===== src/rtl/fetch_unit_pkg.sv =====
// Shared fetch-stage definitions: datapath width, canonical NOP, FSM states.
`ifndef XLEN
`define XLEN 32
`endif
`ifndef RV_NOP
`define RV_NOP 32'h0000_0013
`endif

package fetch_unit_pkg;

    localparam int unsigned XLEN = `XLEN;
    localparam logic [XLEN-1:0] RV_NOP = `RV_NOP;

    typedef enum logic {
        ST_REQ  = 1'b0,
        ST_WAIT = 1'b1
    } fetch_state_e;

endpackage


===== src/rtl/fetch_unit_ibuf.sv =====
// Instruction buffer: DEPTH-entry FIFO of {pc, instr} with flush.
// Push while full is accepted when a pop happens the same cycle.
module fetch_ibuf
    import fetch_unit_pkg::*;
#(
    parameter int unsigned DEPTH = 2
) (
    input  logic            i_clk,
    input  logic            i_rst,
    input  logic            i_push,
    input  logic [XLEN-1:0] i_push_pc,
    input  logic [XLEN-1:0] i_push_instr,
    input  logic            i_pop,
    input  logic            i_flush,
    output logic            o_full,
    output logic            o_empty,
    output logic [XLEN-1:0] o_head_pc,
    output logic [XLEN-1:0] o_head_instr
);

    localparam int unsigned PW = $clog2(DEPTH);
    localparam logic [PW:0] FULL_CNT = (PW+1)'(DEPTH);

    logic [XLEN-1:0] pc_mem    [DEPTH];
    logic [XLEN-1:0] instr_mem [DEPTH];

    logic [PW-1:0] rd_ptr_q, rd_ptr_d;
    logic [PW-1:0] wr_ptr_q, wr_ptr_d;
    logic [PW:0]   count_q, count_d;
    logic          do_push, do_pop;

    assign o_full       = (count_q == FULL_CNT);
    assign o_empty      = (count_q == '0);
    assign o_head_pc    = pc_mem[rd_ptr_q];
    assign o_head_instr = instr_mem[rd_ptr_q];

    // Next pointer/occupancy; flush overrides any push or pop.
    always_comb begin
        do_pop   = i_pop & ~o_empty & ~i_flush;
        do_push  = i_push & ~i_flush & (~o_full | do_pop);
        rd_ptr_d = rd_ptr_q;
        wr_ptr_d = wr_ptr_q;
        count_d  = count_q;
        if (i_flush) begin
            rd_ptr_d = '0;
            wr_ptr_d = '0;
            count_d  = '0;
        end else begin
            if (do_pop)  rd_ptr_d = rd_ptr_q + 1'b1;
            if (do_push) wr_ptr_d = wr_ptr_q + 1'b1;
            unique case ({do_push, do_pop})
                2'b10:   count_d = count_q + 1'b1;
                2'b01:   count_d = count_q - 1'b1;
                default: count_d = count_q;
            endcase
        end
    end

    // Pointer and occupancy registers.
    always_ff @(posedge i_clk or posedge i_rst) begin
        if (i_rst) begin
            rd_ptr_q <= '0;
            wr_ptr_q <= '0;
            count_q  <= '0;
        end else begin
            rd_ptr_q <= rd_ptr_d;
            wr_ptr_q <= wr_ptr_d;
            count_q  <= count_d;
        end
    end

    // Entry storage; contents are qualified by occupancy so no reset is needed.
    always_ff @(posedge i_clk) begin
        if (do_push) begin
            pc_mem[wr_ptr_q]    <= i_push_pc;
            instr_mem[wr_ptr_q] <= i_push_instr;
        end
    end

endmodule


===== src/rtl/fetch_unit.sv =====
// Fetch stage: owns the PC, runs the req/gnt/rvalid imem handshake with at
// most one request outstanding, buffers returned words and presents the head
// to decode. Optional macro FETCH_PERF_CNT_EN adds fetched/bubble counters.
module fetch_unit
    import fetch_unit_pkg::*;
#(
    parameter logic [XLEN-1:0] RESET_PC   = '0,
    parameter int unsigned     IBUF_DEPTH = 2
) (
    input  logic            i_clk,
    input  logic            i_rst,
    output logic            o_imem_req,
    output logic [XLEN-1:0] o_imem_addr,
    input  logic            i_imem_gnt,
    input  logic            i_imem_rvalid,
    input  logic [XLEN-1:0] i_imem_rdata,
    output logic [XLEN-1:0] o_instrF,
    output logic [XLEN-1:0] o_PCF,
    output logic [XLEN-1:0] o_PCPlus4F,
    output logic            o_validF,
    input  logic            i_StallF,
    input  logic            i_PCSrcE,
    input  logic [XLEN-1:0] i_PCTargetE
`ifdef FETCH_PERF_CNT_EN
    ,
    output logic [31:0]     o_perf_fetched,
    output logic [31:0]     o_perf_bubble
`endif
);

    fetch_state_e    state_q, state_d;
    logic [XLEN-1:0] fetch_pc_q, fetch_pc_d;
    logic [XLEN-1:0] pc_pend_q, pc_pend_d;
    logic            drop_q, drop_d;

    logic            buf_full, buf_empty, push, pop;
    logic [XLEN-1:0] head_pc, head_instr, redirect_pc;

    assign redirect_pc = i_PCTargetE & ~XLEN'(3);
    assign o_imem_req  = (state_q == ST_REQ) & ~buf_full;
    assign o_imem_addr = fetch_pc_q;
    assign o_validF    = ~buf_empty;
    assign pop         = o_validF & ~i_StallF & ~i_PCSrcE;
    assign o_instrF    = o_validF ? head_instr : RV_NOP;
    assign o_PCF       = o_validF ? head_pc : '0;
    assign o_PCPlus4F  = o_validF ? (head_pc + XLEN'(4)) : '0;

    // Handshake FSM next state; a redirect overrides the PC and marks any
    // in-flight or just-granted response for discard.
    always_comb begin
        state_d    = state_q;
        fetch_pc_d = fetch_pc_q;
        pc_pend_d  = pc_pend_q;
        drop_d     = drop_q;
        push       = 1'b0;
        unique case (state_q)
            ST_REQ: begin
                if (o_imem_req & i_imem_gnt) begin
                    pc_pend_d  = fetch_pc_q;
                    fetch_pc_d = fetch_pc_q + XLEN'(4);
                    state_d    = ST_WAIT;
                    drop_d     = i_PCSrcE;
                end
            end
            ST_WAIT: begin
                if (i_imem_rvalid) begin
                    push    = ~drop_q & ~i_PCSrcE;
                    drop_d  = 1'b0;
                    state_d = ST_REQ;
                end else if (i_PCSrcE) begin
                    drop_d = 1'b1;
                end
            end
            default: state_d = ST_REQ;
        endcase
        if (i_PCSrcE) fetch_pc_d = redirect_pc;
    end

    // FSM and PC registers.
    always_ff @(posedge i_clk or posedge i_rst) begin
        if (i_rst) begin
            state_q    <= ST_REQ;
            fetch_pc_q <= RESET_PC;
            pc_pend_q  <= '0;
            drop_q     <= 1'b0;
        end else begin
            state_q    <= state_d;
            fetch_pc_q <= fetch_pc_d;
            pc_pend_q  <= pc_pend_d;
            drop_q     <= drop_d;
        end
    end

    fetch_ibuf #(
        .DEPTH(IBUF_DEPTH)
    ) u_ibuf (
        .i_clk       (i_clk),
        .i_rst       (i_rst),
        .i_push      (push),
        .i_push_pc   (pc_pend_q),
        .i_push_instr(i_imem_rdata),
        .i_pop       (pop),
        .i_flush     (i_PCSrcE),
        .o_full      (buf_full),
        .o_empty     (buf_empty),
        .o_head_pc   (head_pc),
        .o_head_instr(head_instr)
    );

`ifdef FETCH_PERF_CNT_EN
    logic [31:0] perf_fetched_q, perf_fetched_d;
    logic [31:0] perf_bubble_q, perf_bubble_d;

    // Counters advance per pop and per cycle with no valid head; both wrap.
    always_comb begin
        perf_fetched_d = perf_fetched_q + 32'(pop);
        perf_bubble_d  = perf_bubble_q + 32'(~o_validF);
    end

    // Performance counter registers.
    always_ff @(posedge i_clk or posedge i_rst) begin
        if (i_rst) begin
            perf_fetched_q <= '0;
            perf_bubble_q  <= '0;
        end else begin
            perf_fetched_q <= perf_fetched_d;
            perf_bubble_q  <= perf_bubble_d;
        end
    end

    assign o_perf_fetched = perf_fetched_q;
    assign o_perf_bubble  = perf_bubble_q;
`endif

endmodule


===== config.mk =====
export PLATFORM = sky130hd
export DESIGN_NAME = fetch_unit
export DESIGN_NICKNAME = d
export VERILOG_FILES = /design/src/rtl/fetch_unit_pkg.sv /design/src/rtl/fetch_unit_ibuf.sv /design/src/rtl/fetch_unit.sv
export SDC_FILE = /design/constraint.sdc
export NUM_CORES = 1
export LEC_CHECK = 0
export ABC_CLOCK_PERIOD_IN_PS = 4550
export CAP_MARGIN = 20
export CORE_MARGIN = 1.5
export CORE_UTILIZATION = 30
export DETAILED_ROUTE_END_ITERATION = 10
export GPL_TIMING_DRIVEN = 0
export SYNTH_ARGS = -nofsm -noshare
export SYNTH_HDL_FRONTEND = slang
export SYNTH_SLANG_ARGS = --single-unit

===== constraint.sdc =====
create_clock -name i_clk -period 4.55 [get_ports i_clk]
set_clock_uncertainty 0.05 [all_clocks]
set_input_delay 0.6825 -clock i_clk [delete_from_list [all_inputs] [get_ports i_clk]]
set_output_delay 0.6825 -clock i_clk [all_outputs]
set_load 0.05 [all_outputs]

==> results of run 1 <==
[flip-flops by register name, summed over array words and instances, names as in the netlist]
signal and flops:
state_q 1, u_ibuf.wr_ptr_q 1, pc_pend_q 30, o_imem_addr 30, u_ibuf.pc_mem 60, u_ibuf.count_q 2
drop_q 1, u_ibuf.rd_ptr_q 1, u_ibuf.instr_mem 64
[per-stage QoR]
| stage | TNS [ns] | cells | power, mW |
|---|---|---|---|
| 4_1_cts | 0 | 1399 | 4.297 |
| 2_1_floorplan | 0 | 790 | 2.505 |
| 5_1_grt | -0.009538 | 1401 | 4.434 |
| 3_3_place_gp | -232.05 | 1363 | 2.770 |
| 3_5_place_dp | -2.890 | 1367 | 2.784 |
| 6_report | 0 | 1401 | 4.259 |
[cells by family (layout without fill, tap and decap cells)]
group           after synthesis  after routing  synth area share (%)
xor+xnor                     39             39                 3.887
buf+inv                      54            280                 2.876
simple gates                343            343                 18.03
compound gates               90             90                 6.094
fa+ha+maj                     2              2                0.2847
flops                       190            190                 61.17
other cells                   1              7               0.04268
mux                          66             66                 7.618
[worst max-delay path, delay by kind of cell (launching register included)]
kind | cells | cell delay (ns)
multiplexers | 1 | 0.37
buffers and inverters | 2 | 1.02
flip-flops | 1 | 0.40
AO/OA/AOI/OAI | 1 | 0.57
AND/OR/NAND/NOR | 3 | 0.85
[timing repair]
item,4_1_cts,5_1_grt
resized for setup,23,10
endpoints found under the setup margin,13,10
cloned,0,0
buffers inserted,0,1
pin swaps,0,1
[layer usage]
layer / vias to the layer above / part of all wire (%) / track usage (%)
met4: 0 / 1.8 / 4.454
met1: 3245 / 49 / 23.49
met2: 259 / 43 / 25.08
met3: 24 / 6.3 / 3.521
met5: - / 0 / 0
li1: 3242 / - / -
[final cells by class]
class	count	area, um^2	share of cell area (%)
antenna	1	2.502	0.02102
buffer	42	214.0	1.798
clock buffer	19	475.5	3.995
clock inverter	13	136.4	1.146
inverter	12	47.55	0.3995
multi-input combinational	546	3201	26.89
sequential	190	5375	45.16
tap	384	480.5	4.037
timing repair buffer	194	1971	16.56
[report_power, final]
| part | total, mW | switching [mW] | internal (mW) |
|---|---|---|---|
| combinational | 0.633 | 0.403 | 0.230 |
| clock | 1.51 | 0.714 | 0.798 |
| sequential | 2.11 | 0.123 | 1.99 |
[synthesized netlist by cell type, drive strengths merged]
master	count
nand4b	6
mux2i	59
edfxtp	124
o21a	1
a21o	1
a211o	1
a31oi	6
nor2	86
a211oi	1
o211ai	2
conb	1
nand3b	2
xor2	8
or3	3
nand2	145
buf	25
a41oi	2
nand3	29
a221oi	1
nand2b	4
o22ai	1
nor3	18
o21ai	48
inv	12
mux2	7
ha	2
nor4	7
o41ai	2
nand4	17
xnor2	31
o31ai	9
nor3b	1
dfrtp	66
nor2b	3
clkbuf	17
a22oi	2
or4	4
and2	8
nor4b	1
o311a	1
and3	4
and4	4
a21oi	12
or2b	1
[final timing paths]
path / start / cells past startpoint / endpoint / slack (ns)
max: u_ibuf.rd_ptr_q$_DFFE_PP0P_ / 7 / o_PCPlus4F[29] / 0.16
min: pc_pend_q[17]$_DFFE_PP0P_ / 0 / u_ibuf.pc_mem[1][17]$_DFFE_PP_ / 0.42
max reg2reg: u_ibuf.rd_ptr_q$_DFFE_PP0P_ / 7 / u_ibuf.rd_ptr_q$_DFFE_PP0P_ / 2.21
min reg2reg: pc_pend_q[17]$_DFFE_PP0P_ / 0 / u_ibuf.pc_mem[1][17]$_DFFE_PP_ / 0.42
max in group asynchronous: i_rst / 2 / o_imem_addr[27]$_DFFE_PP0P_ / 3.19
min in group asynchronous: i_rst / 2 / o_imem_addr[14]$_DFFE_PP0P_ / 0.70
==> key figures, run 1 <==
Layout
  – Final net count: 1,075
  – Most common cell after layout, fill and taps aside: clkdlybuf4s50_1
  – Layout cells sized above 1: 7.972%
  – Commonest cells after routing, fill and taps aside: clkdlybuf4s50_1, nand2_1, edfxtp_1
  – Fill cells: 2,768
  – Final instance area: 0.01190 mm^2
  – Final Util: 41.36%
  – P&R area growth vs syn: 35.46%

Route
  – Routed vias: 6,770
  – Overall routed net length: 24,670 um
  – WL/cell: 17.61 um
  – Via density: 4.832
  – First drt pass iteration count: 5
  – Post-route ant nets: 0
  – DRT iter0 DRCs: 475
  – DRC Markers: 0

Floorplanning
  – Core ar.: 0.02878 mm^2
  – Die X: 174.1 um
  – Initial core utilization: 30.53%
  – Site Rows: 62
  – IO Pins: 200
  – Die H: 174.1 um
  – Die area: 0.03033 mm^2

Power and ir drop
  – VDD IR max: 263.0 uV
  – Pwr/cell area: 357.8 mW/mm^2
  – Pleak: 4.198 nW

Yosys
  – Yosys top cell area share: 42.38%
  – Syn avg cell area: 11.19 um^2
  – Mapped Area: 0.008787 mm^2
  – Syn Inst Count: 785
  – Top cells by area, synth: edfxtp_1, dfrtp_1, mux2i_1, nand2_1, nor2_1
  – Synth area leader: edfxtp_1
  – Synth unique cells: 56
  – Sequential share of the synthesized area: 61.17%
  – Number of synthesized register bits: 190
  – Synth warn: 0

Worst setup path
  – Startpoint Class: flip-flop
  – Slowest Stage Delay on Critical Path: 0.74 ns
  – CP dominant cell by count: nand2_1
  – Critical-path maximum fanout: 10
  – Required @ worst endpoint: 3.82 ns
  – CP Cell Sequence: buf_2 > nand2_1 > o22ai_1 > nand2_1 > nor4_1 > mux2_1 > clkdlybuf4s50_1
  – CP max stage cell: clkdlybuf4s50_1
  – CP Data Arrival Time: 3.65 ns
  – WS Path Type: reg2out
  – Crit end category: output pin

Placed design
  – Placed inst area: 0.01128 mm^2
  – Placed wire-length estimate: 18,380 um
  – Place WS: -0.5042 ns
  – Port Buf Inserts: 189
  – Placer congestion estimate: 0.8364

GRT
  – Initial antenna violation count: 1
  – Vias in the first global route: 6,542
  – First-pass GRT wire length: 38,210 um
  – GR Overflow Total: 0
  – Largest net degree at the start of global routing: 67
  – GRT Resource Usage Total: 16.41%

Clock network
  – Cts bufs inserted: 17
  – Hold_buf cts: 0
  – CTS tree: yes
  – CTS root buf: clkbuf_16
  – H-tree Lvls: 4
  – Clk_lat worst skew: 0.43 ns
  – Max clock buf depth: 2
  – Clock-pin slew on the worst setup and hold paths: 0.07 ns
  – Clk sinks: 190

STA
  – Tcrit/Tclk final: 96.39%
  – Slew Limit Fails: 0
  – Post-route minimum period: 4.386 ns
  – Final Hold Fails: 0
  – Relative slew margins: 44.97%
  – WHS: 0.4193 ns
  – Setup WS post-layout: 0.1643 ns
  – Final Setup Violations: 0
  – Maximum clock frequency: 228.0 MHz
  – Slew at the pin with the worst max-slew slack: 0.8254 ns

Run
  – Max-Cap Viols: 0

Outcome
  – Outcome: finished, final reports clean

Worst hold path
  – Hold crit path type: reg2reg
Note: power is estimated with default switching activity, not from simulation.
==> run 2, diff against run 1 <==
Settings changed: REMOVE_ABC_BUFFERS set to 1.
==> run 2 against run 1 <==
Net effect: worst setup slack better by 0.074 ns; sequential share of layout area barely moved; cell area hardly changed; utilization hardly changed; non-clock buffer count is 35 lower; cell count fell by 2.5%; first-iteration DRC count decreased by 36%; highest routed layer unchanged; die area is the same.
==> key figures, run 2 (synthesis gave the netlist of run 1 again) <==
Outcome
  – Outcome: finished, final reports clean

Power and ir drop
  – Pint: 3.082 mW
  – Power, Total: 4.269 mW
  – Pleak: 4.252 nW
  – Sw frac: 27.80%
  – Clock power share: 36.0%
  – Share of total power in sequential cells: 49.3%
  – Combinational share of power: 14.7%
  – Psw: 1.187 mW
  – Pwr/cell area: 358.3 mW/mm^2
  – VDD IR max: 182.7 uV

Floorplanning
  – Die area: 0.03033 mm^2
  – IO Pins: 200
  – Die X: 174.1 um
  – Core ar.: 0.02878 mm^2
  – Die H: 174.1 um
  – Initial core utilization: 30.53%
  – Site Rows: 62

Worst setup path
  – Reg-to-reg endpoint: o_imem_addr[31]$_DFFE_PP0P_
  – Slowest Stage Delay on Critical Path: 0.62 ns
  – CP Data Arrival Time: 3.58 ns
  – Startpoint Class: flip-flop
  – Reg2reg path depth: 5
  – Critical-path maximum fanout: 66
  – R2r startpoint: u_ibuf.count_q[0]$_DFFE_PP0P_
  – CP Cell Sequence: buf_16 > nand4b_1 > a22oi_2 > nand3_2 > or3_1 > a21oi_1 > dlygate4sd2_1
  – FF-to-FF setup slack: 1.71 ns
  – Crit path to: o_PCPlus4F[21]
  – Crit end category: output pin
  – Required @ worst endpoint: 3.82 ns
  – Crit path launch: u_ibuf.rd_ptr_q$_DFFE_PP0P_
  – WS Path Type: reg2out
  – CP max stage cell: dfrtp_4

Clock network
  – Clk sinks: 190
  – CTS tree: yes
  – Max clock buf depth: 2
  – Clock-pin slew on the worst setup and hold paths: 0.08 ns
  – Hold_buf cts: 0
  – Clk_lat worst skew: 0.43 ns
  – CTS root buf: clkbuf_16
  – H-tree Lvls: 4
  – Cts bufs inserted: 17

Route
  – Routed vias: 6,402
  – First drt pass iteration count: 5
  – DRC Markers: 0
  – Via density: 4.687
  – Overall routed net length: 22,450 um
  – DRT iter0 DRCs: 302
  – WL/cell: 16.44 um
  – Post-route ant nets: 0

Placed design
  – Placed wire-length estimate: 16,230 um
  – Placed inst area: 0.01124 mm^2
  – Placer congestion estimate: 0.7790
  – Port Buf Inserts: 191

STA
  – RSZ-0062 raised after global routing: no
  – WHS: 0.4187 ns
  – Post-route minimum period: 4.311 ns
  – Relative slew margins: 42.85%
  – Slew at the pin with the worst max-slew slack: 0.8543 ns
  – Slew Limit Fails: 0
  – Maximum clock frequency: 231.9 MHz
  – Tcrit/Tclk final: 94.76%
  – Final Hold Fails: 0
  – Final Setup Violations: 0

Layout
  – Largest register by flop count: u_ibuf.instr_mem
  – Final instance area: 0.01191 mm^2
  – Fill cells: 2,769
  – Layout cells sized above 1: 7.034%
  – Commonest cells after routing, fill and taps aside: clkdlybuf4s50_1, nand2_1, edfxtp_1
  – Final net count: 1,040
  – Top flop regs: u_ibuf.instr_mem (64), u_ibuf.pc_mem (60)
  – Largest register FFs: 64
  – Most common cell after layout, fill and taps aside: clkdlybuf4s50_1
  – P&R area growth vs syn: 35.58%

Run
  – Max-Cap Viols: 0

GRT
  – Initial antenna violation count: 1
  – Vias in the first global route: 6,238
  – GR Overflow Total: 0
  – GRT Resource Usage Total: 15.01%
  – First-pass GRT wire length: 34,900 um
  – Largest net degree at the start of global routing: 67

Worst hold path
  – Hold crit path type: reg2reg
[run 2: per-stage QoR]
step / setup TNS (ns) / utilization, % / std cells / worst slack [ns]
floorplan: -24.78 / - / 748 / -1.713
global placement: -636.98 / 38.19 / 1323 / -3.571
detailed placement: -0.02747 / 39.04 / 1332 / -0.02747
CTS: 0 / 41.34 / 1365 / 0.06805
global route: 0 / 41.40 / 1366 / 0.03298
finish: 0 / 41.40 / 1366 / 0.2385
[run 2: metal layers]
| layer | GRT usage [%] | part of all wire, % |
|---|---|---|
| met3 | 3.325 | 5.1 |
| met2 | 24.43 | 46 |
| met1 | 19.69 | 46 |
| met5 | 0 | 0 |
| met4 | 5.280 | 2.1 |
[run 2: critical path, delay by kind of cell (launching register included)]
family,cells,cell delay (ns)
flops,1,0.62
simple gates,3,1.09
buf+inv,2,0.83
compound gates,2,0.59
[run 2: final cells by class]
type / count / area [um^2] / share of cell area [%]
flip-flops and latches: 190 / 5379 / 45.15
multi-input cells: 546 / 3237 / 27.17
repair buffers: 201 / 2147 / 18.02
clock buffers: 20 / 489.2 / 4.106
well taps: 384 / 480.5 / 4.033
clock inverters: 12 / 131.4 / 1.103
inverters: 12 / 47.55 / 0.3991
diodes: 1 / 2.502 / 0.02100
[run 2: worst min-delay path by stage]
stage	slack, ns	from	cells after the start	endpoint
finish	0.42	pc_pend_q[27]$_DFFE_PP0P_	0	u_ibuf.pc_mem[0][27]$_DFFE_PP_
global route	0.43	pc_pend_q[29]$_DFFE_PP0P_	0	u_ibuf.pc_mem[1][29]$_DFFE_PP_
CTS	0.42	pc_pend_q[29]$_DFFE_PP0P_	0	u_ibuf.pc_mem[1][29]$_DFFE_PP_
detailed placement	0.40	pc_pend_q[27]$_DFFE_PP0P_	0	u_ibuf.pc_mem[0][27]$_DFFE_PP_
global placement	0.40	pc_pend_q[14]$_DFFE_PP0P_	0	u_ibuf.pc_mem[1][14]$_DFFE_PP_
floorplan	0.39	pc_pend_q[10]$_DFFE_PP0P_	0	u_ibuf.pc_mem[0][10]$_DFFE_PP_
[run 2: power by group through the flow]
stage / logic [mW] / clock network, mW / registers, mW
after floorplan: 0.288 / 0 / 2.20
after global placement: 0.608 / 0 / 2.15
after detailed placement: 0.630 / 0 / 2.14
after CTS: 0.636 / 1.59 / 2.10
after global routing: 0.681 / 1.66 / 2.12
final: 0.628 / 1.54 / 2.10
[run 2: timing repair]
| action | 4_1_cts | 5_1_grt |
|---|---|---|
| buffers inserted | 1 | 0 |
| setup endpoints to repair | 18 | 5 |
| pin swaps | 0 | 0 |
| hold endpoints to repair | 0 | 0 |
| gates resized for setup | 17 | 5 |
